### config.mk
export PLATFORM = sky130hd
export DESIGN_NAME = load_store_unit_flat
export DESIGN_NICKNAME = d
export VERILOG_FILES = /design/src/rtl/load_store_unit_pkg.sv /design/src/rtl/load_store_unit_if.sv /design/src/rtl/load_store_unit_lane_align.sv /design/src/rtl/load_store_unit.sv /design/src/flat_wrapper.sv
export SDC_FILE = /design/constraint.sdc
export NUM_CORES = 1
export LEC_CHECK = 0
export BUFFER_PORTS_ARGS = -buffer_cell sky130_fd_sc_hd__buf_2
export CAP_MARGIN = 20
export CORE_ASPECT_RATIO = 0.5
export CORE_MARGIN = 10
export CORE_UTILIZATION = 45
export CTS_BUF_LIST = sky130_fd_sc_hd__clkbuf_8
export DETAILED_ROUTE_END_ITERATION = 7
export PLACE_DENSITY = 0.67
export REMOVE_ABC_BUFFERS = 1
export SLEW_MARGIN = 40
export SYNTH_ARGS = -nofsm -noshare
export SYNTH_HDL_FRONTEND = slang
export SYNTH_HIERARCHICAL = 1
export SYNTH_SLANG_ARGS = --single-unit
### constraint.sdc
create_clock -name i_clk -period 3.9 [get_ports i_clk]
set_input_delay 0.39 -clock i_clk [delete_from_list [all_inputs] [get_ports i_clk]]
set_output_delay 0.39 -clock i_clk [all_outputs]
set_load 0.005 [all_outputs]
### src/rtl/load_store_unit_pkg.sv
// Shared funct3 width/sign encodings and LSU FSM state encodings.
package load_store_unit_pkg;

   localparam int unsigned LSU_DATA_W = 32;
   localparam int unsigned LSU_ADDR_D = 8;

   localparam logic [2:0] LSU_B  = 3'b000;
   localparam logic [2:0] LSU_H  = 3'b001;
   localparam logic [2:0] LSU_W  = 3'b010;
   localparam logic [2:0] LSU_BU = 3'b100;
   localparam logic [2:0] LSU_HU = 3'b101;

   typedef enum logic [2:0] {
      IDLE    = 3'd0,
      LD_RD   = 3'd1,
      LD_DATA = 3'd2,
      ST_WR   = 3'd3,
      RMW_RD  = 3'd4,
      RMW_MRG = 3'd5,
      RMW_WR  = 3'd6
   } lsu_state_e;

endpackage

### src/rtl/load_store_unit_if.sv
// Core request/response and word-memory port of the load/store unit.
interface load_store_unit_if #(
   parameter int unsigned W = 32,
   parameter int unsigned D = 8
);
   logic           i_req;
   logic           i_we;
   logic [2:0]     i_funct3;
   logic [D+1:0]   i_addr;
   logic [W-1:0]   i_wdata;
   logic           o_busy;
   logic           o_done;
   logic           o_misaligned;
   logic [W-1:0]   o_rdata;
   logic [D-1:0]   o_mem_addr;
   logic [W-1:0]   o_mem_data;
   logic           o_mem_read;
   logic           o_mem_write;
   logic [W-1:0]   i_mem_data;

   // LSU side
   modport slave (
      input  i_req, i_we, i_funct3, i_addr, i_wdata, i_mem_data,
      output o_busy, o_done, o_misaligned, o_rdata,
             o_mem_addr, o_mem_data, o_mem_read, o_mem_write
   );

   // Core + memory side
   modport master (
      output i_req, i_we, i_funct3, i_addr, i_wdata, i_mem_data,
      input  o_busy, o_done, o_misaligned, o_rdata,
             o_mem_addr, o_mem_data, o_mem_read, o_mem_write
   );
endinterface

### src/rtl/load_store_unit_lane_align.sv
// Little-endian lane extract/extend for loads and lane merge for sub-word stores.
module lsu_lane_align
   import load_store_unit_pkg::*;
#(
   parameter int unsigned W = 32
) (
   input  logic [W-1:0] word,
   input  logic [15:0]  wdata,
   input  logic [1:0]   lane,
   input  logic [2:0]   funct3,
   output logic [W-1:0] load_c,
   output logic [W-1:0] merge_c
);

   logic [7:0]  byte_v;
   logic [15:0] half_v;

   // Select the addressed lane and extend it to a full word
   always_comb begin
      byte_v = word[{lane, 3'b000} +: 8];
      half_v = word[{lane[1], 4'b0000} +: 16];
      case (funct3)
         LSU_B:   load_c = {{(W-8){byte_v[7]}}, byte_v};
         LSU_H:   load_c = {{(W-16){half_v[15]}}, half_v};
         LSU_BU:  load_c = {{(W-8){1'b0}}, byte_v};
         LSU_HU:  load_c = {{(W-16){1'b0}}, half_v};
         default: load_c = word;
      endcase
   end

   // Replace the addressed lane of the old word with the store data
   always_comb begin
      merge_c = word;
      case (funct3)
         LSU_B:   merge_c[{lane, 3'b000} +: 8]     = wdata[7:0];
         LSU_H:   merge_c[{lane[1], 4'b0000} +: 16] = wdata;
         default: ;
      endcase
   end

endmodule

### src/rtl/load_store_unit.sv
// Byte-addressed load/store unit over a word memory without byte enables.
module load_store_unit
   import load_store_unit_pkg::*;
#(
   parameter int unsigned W = LSU_DATA_W,
   parameter int unsigned D = LSU_ADDR_D
) (
   input  logic             i_clk,
   input  logic             i_rst_n,
   load_store_unit_if.slave bus
);

   lsu_state_e   state;
   logic [2:0]   funct3_q;
   logic [1:0]   lane_q;
   logic [15:0]  wdata_q;
   logic         busy_q;
   logic         done_q;
   logic         mis_q;
   logic [W-1:0] rdata_q;
   logic [D-1:0] mem_addr_q;
   logic [W-1:0] mem_data_q;
   logic         mem_read_q;
   logic         mem_write_q;
   logic         reject_c;
   logic [W-1:0] load_c;
   logic [W-1:0] merge_c;

   lsu_lane_align #(.W(W)) u_align (
      .word    (bus.i_mem_data),
      .wdata   (wdata_q),
      .lane    (lane_q),
      .funct3  (funct3_q),
      .load_c  (load_c),
      .merge_c (merge_c)
   );

   // Alignment and encoding legality of the incoming request
   always_comb begin
      reject_c = 1'b0;
      case (bus.i_funct3)
         LSU_B:   reject_c = 1'b0;
         LSU_H:   reject_c = bus.i_addr[0];
         LSU_W:   reject_c = |bus.i_addr[1:0];
         LSU_BU:  reject_c = bus.i_we;
         LSU_HU:  reject_c = bus.i_we | bus.i_addr[0];
         default: reject_c = 1'b1;
      endcase
   end

   // Access sequencer; memory controls are registered alongside the state
   always_ff @(posedge i_clk or negedge i_rst_n) begin
      if (!i_rst_n) begin
         state       <= IDLE;
         funct3_q    <= '0;
         lane_q      <= '0;
         wdata_q     <= '0;
         busy_q      <= 1'b0;
         done_q      <= 1'b0;
         mis_q       <= 1'b0;
         rdata_q     <= '0;
         mem_addr_q  <= '0;
         mem_data_q  <= '0;
         mem_read_q  <= 1'b0;
         mem_write_q <= 1'b0;
      end else begin
         done_q      <= 1'b0;
         mis_q       <= 1'b0;
         mem_read_q  <= 1'b0;
         mem_write_q <= 1'b0;
         case (state)
            IDLE: begin
               if (bus.i_req) begin
                  if (reject_c) begin
                     done_q <= 1'b1;
                     mis_q  <= 1'b1;
                  end else begin
                     funct3_q   <= bus.i_funct3;
                     lane_q     <= bus.i_addr[1:0];
                     wdata_q    <= bus.i_wdata[15:0];
                     mem_addr_q <= bus.i_addr[D+1:2];
                     busy_q     <= 1'b1;
                     if (!bus.i_we) begin
                        state      <= LD_RD;
                        mem_read_q <= 1'b1;
                     end else if (bus.i_funct3 == LSU_W) begin
                        state       <= ST_WR;
                        mem_write_q <= 1'b1;
                        mem_data_q  <= bus.i_wdata;
                     end else begin
                        state      <= RMW_RD;
                        mem_read_q <= 1'b1;
                     end
                  end
               end
            end
            LD_RD:   state <= LD_DATA;
            LD_DATA: begin
               rdata_q    <= load_c;
               done_q     <= 1'b1;
               busy_q     <= 1'b0;
               mem_addr_q <= '0;
               state      <= IDLE;
            end
            RMW_RD:  state <= RMW_MRG;
            RMW_MRG: begin
               mem_data_q  <= merge_c;
               mem_write_q <= 1'b1;
               state       <= RMW_WR;
            end
            ST_WR, RMW_WR: begin
               done_q     <= 1'b1;
               busy_q     <= 1'b0;
               mem_addr_q <= '0;
               mem_data_q <= '0;
               state      <= IDLE;
            end
            default: begin
               busy_q <= 1'b0;
               state  <= IDLE;
            end
         endcase
      end
   end

   assign bus.o_busy       = busy_q;
   assign bus.o_done       = done_q;
   assign bus.o_misaligned = mis_q;
   assign bus.o_rdata      = rdata_q;
   assign bus.o_mem_addr   = mem_addr_q;
   assign bus.o_mem_data   = mem_data_q;
   assign bus.o_mem_read   = mem_read_q;
   assign bus.o_mem_write  = mem_write_q;

endmodule

### src/flat_wrapper.sv
// flat-port wrapper written by rule: the top's interface ports become plain ports
module load_store_unit_flat import load_store_unit_pkg::*;
#(
   parameter int unsigned W = LSU_DATA_W,
   parameter int unsigned D = LSU_ADDR_D
)
  (i_clk, i_rst_n, bus_i_req, bus_i_we, bus_i_funct3, bus_i_addr, bus_i_wdata, bus_i_mem_data, bus_o_busy, bus_o_done, bus_o_misaligned, bus_o_rdata, bus_o_mem_addr, bus_o_mem_data, bus_o_mem_read, bus_o_mem_write);
  load_store_unit_if #(.W(W), .D(D)) bus_i ();
  input  logic i_clk;
  input  logic i_rst_n;
  input wire logic [$bits(bus_i.i_req)-1:0] bus_i_req;
  input wire logic [$bits(bus_i.i_we)-1:0] bus_i_we;
  input wire logic [$bits(bus_i.i_funct3)-1:0] bus_i_funct3;
  input wire logic [$bits(bus_i.i_addr)-1:0] bus_i_addr;
  input wire logic [$bits(bus_i.i_wdata)-1:0] bus_i_wdata;
  input wire logic [$bits(bus_i.i_mem_data)-1:0] bus_i_mem_data;
  output wire logic [$bits(bus_i.o_busy)-1:0] bus_o_busy;
  output wire logic [$bits(bus_i.o_done)-1:0] bus_o_done;
  output wire logic [$bits(bus_i.o_misaligned)-1:0] bus_o_misaligned;
  output wire logic [$bits(bus_i.o_rdata)-1:0] bus_o_rdata;
  output wire logic [$bits(bus_i.o_mem_addr)-1:0] bus_o_mem_addr;
  output wire logic [$bits(bus_i.o_mem_data)-1:0] bus_o_mem_data;
  output wire logic [$bits(bus_i.o_mem_read)-1:0] bus_o_mem_read;
  output wire logic [$bits(bus_i.o_mem_write)-1:0] bus_o_mem_write;
  assign bus_i.i_req = bus_i_req;
  assign bus_i.i_we = bus_i_we;
  assign bus_i.i_funct3 = bus_i_funct3;
  assign bus_i.i_addr = bus_i_addr;
  assign bus_i.i_wdata = bus_i_wdata;
  assign bus_i.i_mem_data = bus_i_mem_data;
  assign bus_o_busy = bus_i.o_busy;
  assign bus_o_done = bus_i.o_done;
  assign bus_o_misaligned = bus_i.o_misaligned;
  assign bus_o_rdata = bus_i.o_rdata;
  assign bus_o_mem_addr = bus_i.o_mem_addr;
  assign bus_o_mem_data = bus_i.o_mem_data;
  assign bus_o_mem_read = bus_i.o_mem_read;
  assign bus_o_mem_write = bus_i.o_mem_write;
  load_store_unit #(.W(W), .D(D)) u_core (.i_clk(i_clk), .i_rst_n(i_rst_n), .bus(bus_i));
endmodule
# Word level (Yosys, flattened, before mapping)

Index checks and enable logic that the tools add are counted.
W data, S select, Z words.

Output and inout port bits: 77
Bits in registers: 101

Bitwise operators: 3
Reduce and logical (&&, ||, !) cells: 14
Multiplexer cells: 35
Add/sub/neg operators: 2
Equal/unequal tests: 17
Shift operators: 6

Operator list:

| kind                      | number |
|---|---|
| $mux W32                  | 4 |
| $pmux W32 S4              | 1 |
| $pmux W32 S3              | 1 |
| $bwmux W32                | 2 |
| $pmux W32 S2              | 1 |
| $shift A16 B7 Y32 const A | 1 |
| $shift A8 B7 Y32 const A  | 1 |
| $shiftx A16 B7 Y32        | 1 |
| $shiftx A32 B6 Y16        | 1 |
| $shiftx A32 B6 Y8         | 1 |
| $shiftx A8 B7 Y32         | 1 |
| $eq A3 B3 Y1 const B      | 7 |
| $mux W8                   | 2 |
| $pmux W8 S2               | 1 |
| $mux W1                   | 14 |
| $neg A5 Y7                | 2 |
| $mux W3                   | 4 |
| $pmux W3 S4               | 1 |
| $eq A3 B1 Y1 const B      | 3 |
| $eq A3 B2 Y1 const B      | 3 |
| $logic_not A3 Y1          | 3 |
| $reduce_and A3 Y1         | 3 |
| $ne A2 B2 Y1 const B      | 3 |
| $pmux W1 S2               | 3 |
| other kinds (10)          | 13 |

# Depth between registers and ports, before layout

Depth after elaboration: 6
Gate-level depth with buffers: 10
Depth with buffers taken out: 8

# By module

The synthesis kept the hierarchy.

Modules (own cells, without submodules):

| module          | cells an instance | area each (um^2) | times used |
|---|---|---|---|
| load_store_unit | 334               | 4528.1           | 1 |
| lsu_lane_align  | 226               | 1609.0           | 1 |

# Least setup slack after synthesis

Ideal clock, no wire load.

Kind: reg2reg
From: register u_core.lane_q[1]
To: register u_core.mem_data_q[7] (netlist: u_core/bus.o_mem_data[7])
Data required time: 3835 ps
Setup slack: 1121 ps
Stages on the path, launching flop included: 11
Buffers on the path: 2
Data arrival time: 2714 ps
Cell sequence: dfrtp_1 clkbuf_1 inv_1 clkbuf_1 ha_1 or4b_1 a21oi_2 a22o_1 mux2i_1 o2bb2ai_1 mux2_1

Word-level cells in the longest chain between the ends: 5
Elaborated cells between the ends (all ways): 10
Those cells by class: 2 x add/sub; 4 x shift; 4 x mux

Ends and longest elaborated chain:

| what                                             | line                                                               | source |
|---|---|---|
| from (decl)                                      | load_store_unit.sv:15                                              | `logic [1:0] lane_q;` |
| from (signal assigned)                           | load_store_unit.sv:79                                              | `lane_q <= bus.i_addr[1:0];` |
| $neg A5 Y7 (on tied branches)                    | load_store_unit_lane_align.sv:36, load_store_unit_lane_align.sv:35 |  |
| $shiftx A16 B7 Y32, or another cell as far along | load_store_unit_lane_align.sv:36                                   | `LSU_H: merge_c[{lane[1], 4'b0000} +: 16] = wdata;` |
| $bwmux W32 (on tied branches)                    | load_store_unit_lane_align.sv:36, load_store_unit_lane_align.sv:35 |  |
| $pmux W32 S2 *                                   | load_store_unit_lane_align.sv:34                                   | `case (funct3)` |
| via u_core.merge_c[7]                            | load_store_unit.sv:27                                              | `logic [W-1:0] merge_c;` |
| $pmux W32 S3 *                                   | load_store_unit.sv:71                                              | `case (state)` |
| to (signal assigned)                             | load_store_unit.sv:89                                              | `mem_data_q <= bus.i_wdata;` |
| to (signal assigned)                             | load_store_unit.sv:107                                             | `mem_data_q <= merge_c;` |
| to (decl)                                        | load_store_unit.sv:22                                              | `logic [W-1:0] mem_data_q;` |

The timed path passes the listed nets; every way through them passes the cells marked *.
A chain may end at the register's enable or synchronous reset.

# Final worst setup path

Ends and elaborated chain as after synthesis.

==> results.md <==
- RSZ-0062 raised after global routing: false
- Final period utilization: 75.1%
- Worst-path cell chain: inv_1 -> ha_1 -> or4b_1 -> a21oi_2 -> a22o_1 -> mux2i_1 -> o2bb2ai_1 -> mux2_1
- CTS tree: built
- FF+latch count, synth: 101
- Max VDD drop: 302 uV
- M1 WL: 8490 microns
- Setup Fix Bufs, Post-CTS: 0
- Leakage power: 3.30 nW
- Highest clock rate: 341 MHz
- Port Buffers: 157
- Initial Utilization: 45.7%
- Final net count: 778
- Post-synthesis cell count: 560
- Tmin final: 2930 ps
- Worst min-delay path class: in -> async
- Final antenna diode count: 0
- TritonRoute pass-1 iters: 5
- Core Rows: 30
- Die Wd: 185 microns
- Placeable Area: 13,400 sq um
- Share of layout cells above drive strength 1: 35.6%
- # setup viols final: 0
- Clk Tree Root Cell: clkbuf_8
- Clk_skew: 10.4 ps
- CTS Hold Bufs: 0
- Crit start category: flip-flop
- H-tree depth: 3
- All-layer global routing usage: 19.5%
- WP buf/inv: 1
- Max FO, Critical Path: 17
- Max clock buf depth: 2
- Netlist cell types: 56
- Synthesized cell area: 6140 sq um
- # IOs: 158
- Synth top area cells: dfrtp_1 41%, mux2_1 8.1%, mux2_2 7.7%, mux2i_1 6.5%, o2bb2ai_1 4.7%
- Number of warnings issued by yosys: 6
- Die ar.: 19,000 sq um
- Largest net degree at the start of global routing: 62
- Mean post-synth cell area: 11.0 sq um
- Crit path arrival time: 3250 ps
- Die Height: 103 microns
- Gp weighted congestion: 0.862
- Grt total ovfl: 0
- Required @ worst endpoint: 4230 ps
- Synth top area share: 41.2%
- Design Power: 5.68 mW
- Routed Antenna Nets: 0
- Final hold slack: -42.0 ps
- Number of buffers created by CTS: 9
- Latest clock arrival within the worst-skew pair: 380 ps
- Dpl hpwl: 13,600 microns
- Uppermost routed layer: met4
- First-pass GRT wire length: 29,000 microns
- Wirelength per Cell: 21.7 microns
- Primary FF master, synth: dfrtp_1
- Clock transition at the registers of the reported paths: 100 ps
- Slew margin rel.: 45.0%
- Status: complete, but fails checks
- Number of global-route vias before repair: 4,992
- Drt via density: 5.85
- Routed met2 length: 8400 microns
- Max-cap check violation count: 0
- Final hold vios: 22
- PwrDens: 790 nW/um^2
- Post-synth top area cell: dfrtp_1
- DRC: 0
- Worst-Margin Slew: 819 ps
- Seq/Total Area, Yosys: 41.2%
- Post_cts resized: 0
- Final setup TNS: 0 ps
- Initial antenna violation count: 0
- DR WL met3: 1800 microns
- Critical Path Max Stage Delay: 560 ps
- Clock sink count: 101
- Failing checks: negative hold slack
- DRT iter0 DRCs: 535
- Syn-to-layout area delta: 17.1%
- Crit. End Element: flip-flop
- Post-synth ARST share: 100%
- Number of synthesized flops with an enable pin: 0
- Crit path kind: reg -> reg
- CP max-delay cell: or4b_1
- CP delay by family, top: compound AO/OA/AOI/OAI gates
- DRT Wirelength: 18,900 microns
- DR vias: 5,111
- Max Slew Vio Count: 0
==> Yosys cell counts, types with 9 or more instances <==
master / instances
clkbuf_1: 28
o21ai_0: 14
buf_2: 9
dfrtp_1: 101
o21a_1: 9
mux2_1: 44
a22o_1: 22
mux2_2: 42
nor2b_1: 20
inv_1: 15
o2bb2ai_1: 33
nand3_1: 10
a221o_1: 20
nand2_1: 48
mux2i_1: 40
==> cell usage in the layout, fill, tap and decap left out, types with 10 or more instances in the layout <==
cell / count
mux2_1: 44
buf_4: 12
dfrtp_1: 99
a221o_1: 20
nand2_1: 48
nor2b_1: 19
buf_2: 156
o2bb2ai_1: 33
a22o_1: 22
mux2i_1: 40
mux2_2: 42
nand3_1: 10
o21ai_0: 13
inv_1: 17
==> layout make-up <==
cell class,instances,area [sq um]
Clock buffer,9,124
Clock inverter,7,43.8
Fill cell,1259,6250
Inverter,15,56.3
Multi-Input combinational cell,396,3330
Sequential cell,101,2530
Tap cell,176,220
Timing Repair Buffer,169,882
==> state kept, by name, summed over array words and instances, names as in the netlist <==
name and count:
u_core/bus.o_mem_read 1, u_core/bus.o_busy 1, u_core/bus.o_mem_data 32, u_core/bus.o_mem_addr 8
u_core/bus.o_done 1, u_core/bus.o_misaligned 1, u_core/state 3, u_core/funct3_q 3
u_core/bus.o_mem_write 1, u_core/bus.o_rdata 32, u_core/wdata_q 16, u_core/lane_q 2
==> power by group <==
group	leakage, nW	internal, mW	total, mW	switching (mW)
Clock	0.0842	0.229	0.616	0.387
Sequential	1.24	1.55	1.94	0.392
Combinational	1.98	1.53	3.12	1.59
==> worst paths after layout <==
kind | startpoint | endpoint | slack (ps) | depth (start not counted)
hold / removal | i_rst_n | u_core/bus.o_mem_write | -40 | 1
setup / recovery | u_core/lane_q[1] | u_core/bus.o_mem_data[7] | 970 | 8
setup reg to reg | u_core/lane_q[1] | u_core/bus.o_mem_data[7] | 970 | 8
max in group asynchronous | i_rst_n | u_core/bus.o_mem_data[6] | 3100 | 2
min in group i_clk | bus_i_addr[9] | u_core/bus.o_mem_addr[7] | 260 | 3
hold reg to reg | u_core/bus.o_mem_data[26] | u_core/bus.o_mem_data[26] | 490 | 1
==> per-layer routing <==
layer	up-vias	track usage, %
li1	2379	-
met1	2516	26.5
met2	194	29.6
met3	22	6.61
met4	0	4.53
met5	-	0
==> metrics by stage <==
stage | setup WS (ps) | std cells | utilization, % | cell area (sq um)
2_1_floorplan | 613 | 512 | - | 5900
3_3_place_gp | 1110 | 857 | 52.1 | 7000
3_5_place_dp | 1030 | 857 | 52.2 | 7010
4_1_cts | 1010 | 873 | 53.4 | 7180
5_1_grt | 820 | 873 | 53.5 | 7180
6_report | 972 | 873 | 53.5 | 7180
==> cell families (layout without fill, tap and decap cells) <==
group	after synthesis	count (layout)	synth area share (%)
AOI/OAI and AO/OA	142	142	19.0
adders and majority gates	5	5	1.02
muxes	127	127	22.7
DFF	101	101	41.2
and+or+nand+nor	122	122	11.4
buffers and inverters	63	200	4.71
Note: power is estimated with default switching activity, not from simulation.
